===== config.mk =====
export PLATFORM = sky130hd
export DESIGN_NAME = fir_out_decimator_flat
export DESIGN_NICKNAME = d
export VERILOG_FILES = /design/src/rtl/fir_pkg.sv /design/src/rtl/fir_out_decimator_if.sv /design/src/rtl/fir_out_fifo.sv /design/src/rtl/fir_out_decimator.sv /design/src/flat_wrapper.sv
export SDC_FILE = /design/constraint.sdc
export NUM_CORES = 1
export LEC_CHECK = 0
export BUFFER_PORTS_ARGS = -buffer_cell sky130_fd_sc_hd__buf_2
export CORE_ASPECT_RATIO = 0.6
export CORE_UTILIZATION = 35
export CTS_CLUSTER_SIZE = 30
export DETAILED_ROUTE_END_ITERATION = 8
export GPL_ROUTABILITY_DRIVEN = 0
export MAX_ROUTING_LAYER = met4
export PLACE_DENSITY_LB_ADDON = 0.15
export REMOVE_ABC_BUFFERS = 1
export SLEW_MARGIN = 20
export SYNTH_ARGS = -nofsm -noshare
export SYNTH_HDL_FRONTEND = slang
export SYNTH_HIERARCHICAL = 1
export SYNTH_SLANG_ARGS = --single-unit

===== constraint.sdc =====
create_clock -name clk -period 3.9 [get_ports clk]
set_input_delay 0.195 -clock clk [delete_from_list [all_inputs] [get_ports clk]]
set_output_delay 0.195 -clock clk [all_outputs]
set_load 0.005 [all_outputs]

===== src/rtl/fir_pkg.sv =====
// Constants and helpers shared by the FIR, its output stage and the downstream formatter.
// The quantizer rounds half up, shifts arithmetically, then clamps to the sample range.
package fir_pkg;

    localparam int SAMPLE_W = 16;
    localparam int ACC_W    = 32;
    localparam int SAT_MAX  = 32767;
    localparam int SAT_MIN  = -32768;

    typedef struct packed {
        logic                       sat;
        logic signed [SAMPLE_W-1:0] value;
    } quant_t;

    // The widened accumulator keeps the rounding offset from overflowing at the positive rail.
    function automatic quant_t quantize(input logic signed [ACC_W-1:0] x, input int shift);
        logic signed [ACC_W:0] ext;
        logic signed [ACC_W:0] rnd;
        logic signed [ACC_W:0] shr;
        logic signed [ACC_W:0] hi;
        logic signed [ACC_W:0] lo;
        quant_t                res;
        hi  = (ACC_W+1)'(SAT_MAX);
        lo  = (ACC_W+1)'(SAT_MIN);
        ext = {x[ACC_W-1], x};
        rnd = ext + ({{ACC_W{1'b0}}, 1'b1} << (shift - 1));
        shr = rnd >>> shift;
        if (shr > hi) begin
            res.sat   = 1'b1;
            res.value = SAMPLE_W'(SAT_MAX);
        end else if (shr < lo) begin
            res.sat   = 1'b1;
            res.value = SAMPLE_W'(SAT_MIN);
        end else begin
            res.sat   = 1'b0;
            res.value = shr[SAMPLE_W-1:0];
        end
        return res;
    endfunction

endpackage


===== src/rtl/fir_out_decimator_if.sv =====
// Sample streams around the FIR output stage: raw filter results in, quantized samples out.
// master is the decimator side, slave is the filter/consumer side.
interface fir_out_decimator_if;
    import fir_pkg::*;

    logic signed [ACC_W-1:0]    in_data;
    logic                       in_valid;
    logic signed [SAMPLE_W-1:0] out_data;
    logic                       out_valid;
    logic                       out_ready;

    modport master (
        input  in_data,
        input  in_valid,
        input  out_ready,
        output out_data,
        output out_valid
    );

    modport slave (
        output in_data,
        output in_valid,
        output out_ready,
        input  out_data,
        input  out_valid
    );

endinterface


===== src/rtl/fir_out_fifo.sv =====
// Synchronous first-word-fall-through FIFO; the head entry is visible whenever not empty.
// A push into a full FIFO is accepted only when a pop happens on the same edge.
module fir_out_fifo #(
    parameter int WIDTH = 16,
    parameter int DEPTH = 4
) (
    input  logic                       clk,
    input  logic                       rst_n,
    input  logic                       push,
    input  logic                       pop,
    input  logic [WIDTH-1:0]           wr_data,
    output logic [WIDTH-1:0]           rd_data,
    output logic                       full,
    output logic                       empty,
    output logic [$clog2(DEPTH):0]     count
);

    localparam int AW    = $clog2(DEPTH);
    localparam int CNT_W = AW + 1;

    logic [WIDTH-1:0] mem [DEPTH];
    logic [AW-1:0]    wr_ptr_reg;
    logic [AW-1:0]    rd_ptr_reg;
    logic [CNT_W-1:0] count_reg;
    logic             do_push;
    logic             do_pop;

    assign full    = (count_reg == CNT_W'(DEPTH));
    assign empty   = (count_reg == '0);
    assign count   = count_reg;
    assign do_pop  = pop && !empty;
    assign do_push = push && (!full || do_pop);
    // Empty reads as zero so stale storage never leaks onto the output.
    assign rd_data = empty ? '0 : mem[rd_ptr_reg];

    always_ff @(posedge clk) begin
        if (do_push) begin
            mem[wr_ptr_reg] <= wr_data;
        end
    end

    always_ff @(posedge clk) begin
        if (!rst_n) begin
            wr_ptr_reg <= '0;
            rd_ptr_reg <= '0;
            count_reg  <= '0;
        end else begin
            if (do_push) begin
                wr_ptr_reg <= wr_ptr_reg + 1'b1;
            end
            if (do_pop) begin
                rd_ptr_reg <= rd_ptr_reg + 1'b1;
            end
            case ({do_push, do_pop})
                2'b10:   count_reg <= count_reg + 1'b1;
                2'b01:   count_reg <= count_reg - 1'b1;
                default: count_reg <= count_reg;
            endcase
        end
    end

endmodule


===== src/rtl/fir_out_decimator.sv =====
// FIR output stage: decimate, round/saturate to 16 bits, buffer in an FWFT FIFO,
// and report saturation, overflow and dropped-sample count.
module fir_out_decimator
    import fir_pkg::*;
#(
    parameter int DECIM = 4,
    parameter int SHIFT = 15,
    parameter int DEPTH = 4
) (
    input  logic                 clk,
    input  logic                 rst_n,
    fir_out_decimator_if.master  bus,
    input  logic                 clr_flags,
    output logic                 sat_sticky,
    output logic                 ovf_sticky,
    output logic [7:0]           drop_cnt
);

    localparam int               PH_W    = (DECIM > 1) ? $clog2(DECIM) : 1;
    localparam logic [PH_W-1:0]  PH_LAST = PH_W'(DECIM - 1);
    localparam int               CNT_W   = $clog2(DEPTH) + 1;

    logic [PH_W-1:0]            phase_reg;
    logic                       q_valid_reg;
    logic signed [SAMPLE_W-1:0] q_data_reg;
    logic                       keep;
    quant_t                     q_next;

    logic                       fifo_push;
    logic                       fifo_pop;
    logic                       fifo_full;
    logic                       fifo_empty;
    logic [CNT_W-1:0]           fifo_count;
    logic [SAMPLE_W-1:0]        fifo_head;
    logic                       drop;

    assign keep   = bus.in_valid && (phase_reg == '0);
    assign q_next = quantize(bus.in_data, SHIFT);

    always_ff @(posedge clk) begin
        if (!rst_n) begin
            phase_reg   <= '0;
            q_valid_reg <= 1'b0;
            q_data_reg  <= '0;
        end else begin
            if (bus.in_valid) begin
                phase_reg <= (phase_reg == PH_LAST) ? '0 : phase_reg + 1'b1;
            end
            q_valid_reg <= keep;
            if (keep) begin
                q_data_reg <= q_next.value;
            end
        end
    end

    // A pop on the same edge frees the slot, so a full FIFO still accepts the sample.
    assign fifo_pop  = !fifo_empty && bus.out_ready;
    assign fifo_push = q_valid_reg && ((fifo_count < CNT_W'(DEPTH)) || fifo_pop);
    assign drop      = q_valid_reg && fifo_full && !fifo_pop;

    fir_out_fifo #(
        .WIDTH (SAMPLE_W),
        .DEPTH (DEPTH)
    ) u_fifo (
        .clk     (clk),
        .rst_n   (rst_n),
        .push    (fifo_push),
        .pop     (fifo_pop),
        .wr_data (q_data_reg),
        .rd_data (fifo_head),
        .full    (fifo_full),
        .empty   (fifo_empty),
        .count   (fifo_count)
    );

    assign bus.out_data  = fifo_head;
    assign bus.out_valid = !fifo_empty;

    // A new event on the clearing edge takes priority over the clear.
    always_ff @(posedge clk) begin
        if (!rst_n) begin
            sat_sticky <= 1'b0;
            ovf_sticky <= 1'b0;
            drop_cnt   <= '0;
        end else begin
            if (keep && q_next.sat) begin
                sat_sticky <= 1'b1;
            end else if (clr_flags) begin
                sat_sticky <= 1'b0;
            end
            if (drop) begin
                ovf_sticky <= 1'b1;
            end else if (clr_flags) begin
                ovf_sticky <= 1'b0;
            end
            if (drop) begin
                if (clr_flags) begin
                    drop_cnt <= 8'd1;
                end else if (drop_cnt != 8'hFF) begin
                    drop_cnt <= drop_cnt + 8'd1;
                end
            end else if (clr_flags) begin
                drop_cnt <= '0;
            end
        end
    end

endmodule


===== src/flat_wrapper.sv =====
// flat-port wrapper written by rule: the top's interface ports become plain ports
module fir_out_decimator_flat import fir_pkg::*;
#(
    parameter int DECIM = 4,
    parameter int SHIFT = 15,
    parameter int DEPTH = 4
)
  (clk, rst_n, clr_flags, sat_sticky, ovf_sticky, drop_cnt, bus_in_data, bus_in_valid, bus_out_ready, bus_out_data, bus_out_valid);
  fir_out_decimator_if bus_i ();
  input  logic clk;
  input  logic rst_n;
  input  logic clr_flags;
  output logic sat_sticky;
  output logic ovf_sticky;
  output logic [7:0] drop_cnt;
  input wire logic [$bits(bus_i.in_data)-1:0] bus_in_data;
  input wire logic [$bits(bus_i.in_valid)-1:0] bus_in_valid;
  input wire logic [$bits(bus_i.out_ready)-1:0] bus_out_ready;
  output wire logic [$bits(bus_i.out_data)-1:0] bus_out_data;
  output wire logic [$bits(bus_i.out_valid)-1:0] bus_out_valid;
  assign bus_i.in_data = bus_in_data;
  assign bus_i.in_valid = bus_in_valid;
  assign bus_i.out_ready = bus_out_ready;
  assign bus_out_data = bus_i.out_data;
  assign bus_out_valid = bus_i.out_valid;
  fir_out_decimator #(.DECIM(DECIM), .SHIFT(SHIFT), .DEPTH(DEPTH)) u_core (.clk(clk), .rst_n(rst_n), .bus(bus_i), .clr_flags(clr_flags), .sat_sticky(sat_sticky), .ovf_sticky(ovf_sticky), .drop_cnt(drop_cnt));
endmodule

==> run metrics <==
Synth-to-Final Area Change 14.7%; largest net degree at the start of global routing 30; Clock Tree Root clkbuf_16; Synth top area share 41.0%; Max Cap Viol 0; worst reg2reg path startpoint u_core/u_fifo/count[2]; Worst EP required 3.92 ns; CTS resizes 0; flops & latches, synth 102; number of DRC markers in iteration 0 193; # fillers 1,221; H-Tree Depth 3; fin nets 466; Tmin final 2.72 ns; chip width 151 um; CP dominant cell by count buf_4; Fin. Hold Viols 0; min-delay worst type input pin to register; Max Root-Sink Buffers 2; synth cell count leaders edfxtp_1, dfxtp_1, o21ai_0; RSZ-0062 raised after global routing false; Yosys cell types 56; core area 0.0129 mm2; reg2reg end u_core/u_fifo/mem[0][7]; outcome finished, final reports clean; Via density 5.10; ratio of cells with drive above 1 in the final layout 22.8%; WP data arrival 2.74 ns; CP startpoint kind register; Pwr Total 2210 uW; Initial Util 36.2%; register area share after synthesis 57.3%; crit path capture type register; post-route setup TNS 0 ns; worst slew pin tran 0.876 ns; WS Path Type register to register; hold_sp bus_in_data[29]; YS warnings 6; # clock sinks 102; Clk Latency, worst-skew pair 0.34 ns; post-CTS setup buffer count 0; Routed Antenna Nets 0; CP delay by family, top buffers and inverters; Hold Path Depth 4; pwr dens 411 mW/mm2; die area 0.0139 mm2; Buf/Inv on CP 4; chip height 91.6 um; Synth area leader edfxtp_1; Worst path slowest cell dfxtp_1; Mapped Area 0.00468 mm2; drt pass-1 iters 4; # diodes 0; crit-path max cell delay 0.53 ns; DR vias 3,033; Leak 0.00196 uW; fin crit share 69.9%; share of flip-flops with an asynchronous set or reset 0%; Post-route DRC 0; number of synthesized flops with an enable pin 64; Largest register FFs 64; total routed wirelength 10.5 mm; initial antenna violation count 0; IO Port Bufs 49; Setup WS pre-CTS 1.16 ns; clock skew 0.00703 ns; syn avg cell area 12.7 um2; global-route wire length before repair 16.7 mm; Synth Flop Type edfxtp_1; flop-to-flop setup slack 1.18 ns; Slew Limit Fails 0; worst vdd ir 0.208 mV; CTS tree yes; count of hold buffers inserted by post-cts repair 0; max frequency 367 MHz; R2R depth 9; cells along the critical path nor3_2, buf_4, nand2b_1, a21boi_0, buf_4, inv_1, a31oi_1, and2_1, buf_4; Hold EP u_core/q_data_reg[14]; CTS Buf Count 9; Synth area leaders edfxtp_1, dfxtp_1, mux4_2, mux4_1, o21ai_0; GRT overflow 0; Post-Syn Instances 369; crit path max fanout 18; GRT Total Usage 16.7%; most common cell in the synthesized netlist edfxtp_1; vias in the first global route 3,038; IO Pins 64; Post-DP HPWL 6.83 mm; Rel. slew slack 41.5%; cell row count 32; Reg clk slew, reported paths 0.07 ns; Final setup viols 0; DR WL/cell 17.6 um; Final WS setup 1.18 ns
[through the flow]
stage / hold slack (ns) / std cells / area [um2] / utilization [%]
after floorplan: 0.312 / 352 / 4580 / -
after global placement: 0.459 / 579 / 5090 / 39.4
after detailed placement: 0.472 / 579 / 5090 / 39.4
after CTS: 0.179 / 595 / 5370 / 41.5
after global routing: 0.189 / 595 / 5370 / 41.5
final: 0.194 / 595 / 5370 / 41.5
[placed cells by master (no fill, tap or decap), drive strengths merged, types with 4 or more instances in the layout]
cell type / n
xnor2: 10
dfxtp: 38
clkbuf: 10
a21oi: 16
nand4: 7
ha: 8
edfxtp: 64
inv: 18
buf: 57
nand2: 20
xor2: 12
mux4: 16
and3: 4
nand3: 11
and2: 7
o21ai: 30
mux2i: 5
nor2: 18
nor4: 7
nor2b: 17
nor3: 10
[where the power goes]
group,internal [uW],switching (uW)
clock network,437,394
registers,1190,27.6
logic,60.8,96.6
total,1690,518
[tightest hold or removal path, delay by kind of cell]
family	cells	cell delay [ns]
AO/OA/AOI/OAI	2	0.13
XOR/XNOR	1	0.06
buffers and inverters	1	0.10
[cell families after synthesis]
family / after synthesis / share of synthesized area (%)
AOI/OAI and AO/OA: 67 / 8.65
and+or+nand+nor: 114 / 14.2
DFF: 102 / 57.3
muxes: 22 / 9.56
xor gates and xnor gates: 22 / 4.11
adders and majority gates: 9 / 2.56
buffers and inverters: 33 / 3.61
[area by class of cell]
class	instances	area, um2	area share (%)
clock buffer	10	229	4.26
clock inverter	6	45.0	0.839
inverter	16	60.1	1.12
multi-input combinational	234	1840	34.2
sequential	102	2680	49.9
tap	170	213	3.96
timing repair buffer	57	305	5.68
[metal layers]
| metal | global-route usage, % | up-vias | share of wire [%] |
|---|---|---|---|
| met5 | - | - | 0 |
| met4 | 4.67 | 0 | 1.3 |
| met3 | 4.13 | 14 | 4.3 |
| met2 | 23.9 | 68 | 43 |
| met1 | 23.4 | 1481 | 52 |
| li1 | - | 1470 | - |
[worst max path at each step]
stage / start / to / slack (ns) / depth (start not counted)
floorplan: u_core/u_fifo/count[2] / u_core/u_fifo/mem[0][0] / 1.07 / 6
global placement: u_core/u_fifo/count[2] / u_core/u_fifo/mem[0][6] / 1.26 / 9
detailed placement: u_core/u_fifo/count[2] / u_core/u_fifo/mem[0][12] / 1.16 / 9
CTS: u_core/u_fifo/count[2] / u_core/u_fifo/mem[0][10] / 1.15 / 9
global route: u_core/u_fifo/count[2] / u_core/u_fifo/mem[0][10] / 0.96 / 9
finish: u_core/u_fifo/count[2] / u_core/u_fifo/mem[0][7] / 1.18 / 9
(Power assumes the default switching activity.)
